==> config.mk <==
export PLATFORM = sky130hd
export DESIGN_NAME = cpu_control_fsm
export DESIGN_NICKNAME = d
export VERILOG_FILES = /design/src/rtl/cpu_control_fsm.sv
export SDC_FILE = /design/constraint.sdc
export NUM_CORES = 1
export LEC_CHECK = 0
export ABC_AREA = 1
export CORE_AREA = 2 2 47 49
export DETAILED_ROUTE_END_ITERATION = 8
export DIE_AREA = 0 0 49 51
export GPL_TIMING_DRIVEN = 0
export PLACE_DENSITY_LB_ADDON = 0.1
export SETUP_SLACK_MARGIN = 0.2
export SLEW_MARGIN = 20
export SYNTH_ARGS = -nofsm -noshare
export SYNTH_HDL_FRONTEND = slang
export SYNTH_SLANG_ARGS = --single-unit
==> constraint.sdc <==
create_clock -name clk -period 1.8 [get_ports clk]
set_clock_uncertainty 0.05 [all_clocks]
set_input_delay 0.18 -clock clk [delete_from_list [all_inputs] [get_ports clk]]
set_output_delay 0.18 -clock clk [all_outputs]
set_load 0.02 [all_outputs]
==> src/rtl/cpu_control_fsm.sv <==
// Moore control FSM for the 16-bit RISC core: fetch, decode, execute, writeback.
// Optional SINGLE_STEP_EN adds a `step` input that pauses before every fetch.
module cpu_control_fsm #(
    parameter int MEM_LAT = 1
) (
    input  logic       clk,
    input  logic       reset,
`ifdef SINGLE_STEP_EN
    input  logic       step,
`endif
    input  logic [2:0] opcode,
    input  logic [1:0] op,
    output logic       loadir,
    output logic       loadpc,
    output logic       pcreset,
    output logic       msel,
    output logic       loadaddr,
    output logic       mwrite,
    output logic [2:0] nsel,
    output logic       write,
    output logic [1:0] vsel,
    output logic       loada,
    output logic       loadb,
    output logic       loadc,
    output logic       loads,
    output logic       asel,
    output logic       bsel,
    output logic       halted
);

    typedef enum logic [4:0] {
        RST, IF1, IF2, UPDATE_PC, DECODE, WR_IMM, GET_A, GET_B, EXEC, EXEC_S,
        WR_REG, ADDR, LD_ADDR, MEM_RD, WR_MEM, GET_BD, MEM_WR, HALT
`ifdef SINGLE_STEP_EN
        , WAIT_STEP
`endif
    } state_t;

    // Instruction class latched in DECODE so later states never look at opcode/op.
    typedef enum logic [2:0] {K_ALU, K_MOVR, K_CMP, K_MVN, K_LDR, K_STR} kind_t;

    localparam logic [1:0] LAT_MAX = 2'(MEM_LAT - 1);

`ifdef SINGLE_STEP_EN
    localparam state_t END_ST = WAIT_STEP;
`else
    localparam state_t END_ST = IF1;
`endif

    state_t     state, next_state;
    kind_t      kind, next_kind;
    logic [1:0] wait_cnt;

    // Wait counter restarts outside the two memory-wait states and saturates inside them.
    always_ff @(posedge clk or negedge reset) begin
        if (!reset) begin
            state    <= RST;
            kind     <= K_ALU;
            wait_cnt <= '0;
        end else begin
            state <= next_state;
            kind  <= next_kind;
            if (state != IF1 && state != MEM_RD)
                wait_cnt <= '0;
            else if (wait_cnt != LAT_MAX)
                wait_cnt <= wait_cnt + 2'd1;
        end
    end

    always_comb begin
        next_state = state;
        next_kind  = kind;
        loadir     = 1'b0;
        loadpc     = 1'b0;
        pcreset    = 1'b0;
        msel       = 1'b0;
        loadaddr   = 1'b0;
        mwrite     = 1'b0;
        nsel       = 3'b000;
        write      = 1'b0;
        vsel       = 2'b00;
        loada      = 1'b0;
        loadb      = 1'b0;
        loadc      = 1'b0;
        loads      = 1'b0;
        asel       = 1'b0;
        bsel       = 1'b0;
        halted     = 1'b0;
        case (state)
            RST: begin
                pcreset    = 1'b1;
                loadpc     = 1'b1;
                next_state = END_ST;
            end
            IF1: if (wait_cnt == LAT_MAX) next_state = IF2;
            IF2: begin
                loadir     = 1'b1;
                next_state = UPDATE_PC;
            end
            UPDATE_PC: begin
                loadpc     = 1'b1;
                next_state = DECODE;
            end
            DECODE: begin
                nsel = 3'b001;
                case (opcode)
                    3'b110: begin
                        if (op == 2'b10) next_state = WR_IMM;
                        else if (op == 2'b00) begin
                            next_state = GET_B;
                            next_kind  = K_MOVR;
                        end else next_state = HALT;
                    end
                    3'b101: begin
                        case (op)
                            2'b00: begin next_state = GET_A; next_kind = K_ALU; end
                            2'b01: begin next_state = GET_A; next_kind = K_CMP; end
                            2'b10: begin next_state = GET_A; next_kind = K_ALU; end
                            2'b11: begin next_state = GET_B; next_kind = K_MVN; end
                        endcase
                    end
                    3'b011: begin next_state = GET_A; next_kind = K_LDR; end
                    3'b100: begin next_state = GET_A; next_kind = K_STR; end
                    default: next_state = HALT;
                endcase
            end
            WR_IMM: begin
                nsel       = 3'b001;
                vsel       = 2'b01;
                write      = 1'b1;
                next_state = END_ST;
            end
            GET_A: begin
                nsel       = 3'b001;
                loada      = 1'b1;
                next_state = (kind == K_LDR || kind == K_STR) ? ADDR : GET_B;
            end
            GET_B: begin
                nsel       = 3'b100;
                loadb      = 1'b1;
                next_state = (kind == K_CMP) ? EXEC_S : EXEC;
            end
            EXEC: begin
                loadc      = 1'b1;
                asel       = (kind == K_MOVR);
                next_state = WR_REG;
            end
            EXEC_S: begin
                loads      = 1'b1;
                next_state = END_ST;
            end
            WR_REG: begin
                nsel       = 3'b010;
                write      = 1'b1;
                next_state = END_ST;
            end
            ADDR: begin
                bsel       = 1'b1;
                loadc      = 1'b1;
                next_state = LD_ADDR;
            end
            LD_ADDR: begin
                loadaddr   = 1'b1;
                next_state = (kind == K_STR) ? GET_BD : MEM_RD;
            end
            MEM_RD: begin
                msel = 1'b1;
                if (wait_cnt == LAT_MAX) next_state = WR_MEM;
            end
            WR_MEM: begin
                msel       = 1'b1;
                nsel       = 3'b010;
                vsel       = 2'b10;
                write      = 1'b1;
                next_state = END_ST;
            end
            GET_BD: begin
                nsel       = 3'b010;
                loadb      = 1'b1;
                next_state = MEM_WR;
            end
            MEM_WR: begin
                msel       = 1'b1;
                mwrite     = 1'b1;
                next_state = END_ST;
            end
            HALT: halted = 1'b1;
`ifdef SINGLE_STEP_EN
            WAIT_STEP: if (step) next_state = IF1;
`endif
            // Unreachable encodings behave like RST and recover on the next edge.
            default: begin
                pcreset    = 1'b1;
                loadpc     = 1'b1;
                next_state = RST;
            end
        endcase
    end

endmodule

==> results.json <==
{
  "cts_sinks": 10,
  "avgViaCountPerCell": 4.983,
  "syn_inst": 152,
  "start_kind": "flop",
  "nFillCells": 166,
  "worst_r2r_endpoint": "state[2]",
  "fin_crit_sh_pct": 107.2,
  "rrSetupSlack_ns": 0.30,
  "synth.yosys.warnings": 0,
  "ys_seq_elements": 10,
  "die_h_um": 51,
  "nNetsFinal": 210,
  "fin_tns_setup_ns": -0.2712,
  "leakagePower_nw": 0.8255,
  "outcome": "complete, but fails checks",
  "htreeDepth": 1,
  "placementRows": 17,
  "n_antenna_cell": 0,
  "cp_max_fo": 8,
  "post-route-cell-area_um2": 1535,
  "setup_viol": 3,
  "final_cell_mix": "29 x nand2_1, 22 x inv_1, 22 x buf_4",
  "tritoncts": "yes",
  "synth_cell_types": 19,
  "min_path_type": "in -> async",
  "grt_max_degree": 11,
  "grt_pass1_wl_um": 4698,
  "globalplace.congestion": 0.8739,
  "maxSlewHeadroom_pct": 70.41,
  "syn_area_um2": 880.8,
  "totalWireLength_um": 3043,
  "mostFrequentLayoutCell": "nand2_1",
  "first_pass_iters": 4,
  "final_max_slew_viol_count": 0,
  "violations": "setup timing",
  "reg2reg_from": "state[3]",
  "required_ns": 1.57,
  "antenna_found_initial": 0,
  "routed-via-count": 1141,
  "max_freq_mhz": 518.4,
  "io_pins": 26,
  "core-area_um2": 2063,
  "clock_latency_ns": 0.27,
  "grt_pass1_vias": 1113,
  "cts.path.max_buffers": 2,
  "min_period_ns": 1.929,
  "drc": 0,
  "fin_ws_ns": -0.1290,
  "drt.antenna.violating_nets": 0,
  "die-area_um2": 2499,
  "synth_nets": 160,
  "root_buffer": "clkbuf_4",
  "areaGrowthSynthToFinish_pct": 74.29,
  "ys_seq_area_share_pct": 28.41,
  "hold_violations": 0,
  "drv_cap": 0,
  "start_util_pct": 42.69,
  "endpoint_kind": "output pin",
  "p_total_mw": 2.545,
  "crit_type": "reg -> out",
  "rsz0062_at_grt": "true",
  "max-vdd-ir-drop_v": 0.001085,
  "power_density_nw_per_um2": 1658,
  "routedWlPerCell_um": 13.29,
  "placed_cell_area_um2": 1204,
  "r2r_cells": 10,
  "grtUsageTotal_pct": 24.35,
  "place_hpwl_um": 1917,
  "clk_pin_slew_ns": 0.07,
  "grt_remaining_overflow": 0,
  "io_buffers": 25,
  "die_w_um": 49,
  "crit_path_start": "state[4]",
  "drt_iter0_markers": 14,
  "utilization_pct": 74.41,
  "drive_gt1_share_pct": 43.28,
  "critical_path_arrival_ns": 1.70,
  "cts_buffers": 3,
  "worst_slew_pin_slew_ns": 0.4425,
  "synth_area_per_cell_um2": 5.795
}
## area by class of cell
| cell class | instances | area [µm²] | share of cell area (%) |
|---|---|---|---|
| clock buffer | 4 | 36.28 | 2.363 |
| timing repair buffer | 45 | 385.4 | 25.10 |
| buffer | 2 | 22.52 | 1.467 |
| sequential | 10 | 252.7 | 16.46 |
| multi-input combinational | 111 | 689.4 | 44.91 |
| inverter | 29 | 113.9 | 7.416 |
| tap | 28 | 35.03 | 2.282 |
## report_power, final
part           leakage [nW]  internal [mW]  switching, mW
Combinational         0.677          0.811           1.11
Clock                0.0210          0.123         0.0830
Sequential            0.127          0.310          0.109
## routing by layer
metal | global-route usage (%) | vias to the layer above | part of all wire [%]
met5 | 0 | - | 0
met2 | 49.09 | 23 | 55
met4 | 8.571 | 0 | 1.7
li1 | - | 576 | -
met1 | 25.50 | 535 | 41
met3 | 3.509 | 7 | 2.5
## what timing repair did
action / CTS / global route
resized for setup: 109 / 40
setup buffers: 9 / 11
pin swaps: 12 / 15
setup endpoints to repair: 20 / 25
hold endpoints to repair: 0 / 0
gates cloned: 0 / 0
hold buffers: 0 / 0
## how the worst max path moves through the flow
stage | slack, ns | endpoint
final | -0.13 | pcreset
after global routing | -0.19 | pcreset
after CTS | -0.02 | loadpc
after detailed placement | -0.44 | pcreset
after global placement | -0.46 | pcreset
after floorplan | 0.18 | loadpc
## sequential cells by signal, summed over array words and instances (netlist names)
signal / cells
kind: 3
state: 5
wait_cnt: 2
## critical path, stage by stage (launching register included)
cell      delay, ns
dfrtp_1        0.44
clkinv_4       0.15
nand3_4        0.15
nor2_4         0.07
nor2_4         0.13
nand2_1        0.06
nor2_1         0.10
nand2_1        0.08
nor2_2         0.10
buf_6          0.12
## synth_stat cells
master	number	area share, %
nor2_1	36	15
o221ai_1	1	0.99
o211ai_1	3	2.6
o21ai_0	5	2.8
a211oi_1	1	0.85
inv_1	29	12
dfrtp_1	10	28
buf_2	1	0.57
ha_1	1	1.4
nand3b_1	1	0.85
a21oi_1	2	1.1
nand3_1	15	8.5
o21a_1	1	0.85
nor2_4	2	2.6
or3_1	1	0.71
buf_6	1	1.3
nand2_1	38	16
nor3_1	2	1.1
nand4_1	2	1.4
## logic make-up after synthesis
family,share of synthesized area [%]
AO/OA/AOI/OAI,9.233
adder cells (fa/ha/maj),1.420
buffers and inverters,14.20
flip-flops,28.41
AND/OR/NAND/NOR,46.73
## metrics by stage
step,setup slack (ns),cells,hold slack (ns)
finish,-0.1290,229,0.1612
floorplan,0.1787,152,-0.1656
CTS,-0.02150,218,0.1753
detailed placement,-0.4353,205,0.4234
global placement,-0.4608,205,0.4033
global route,-0.1875,229,0.1870
Power figures use the tool's default switching activity.
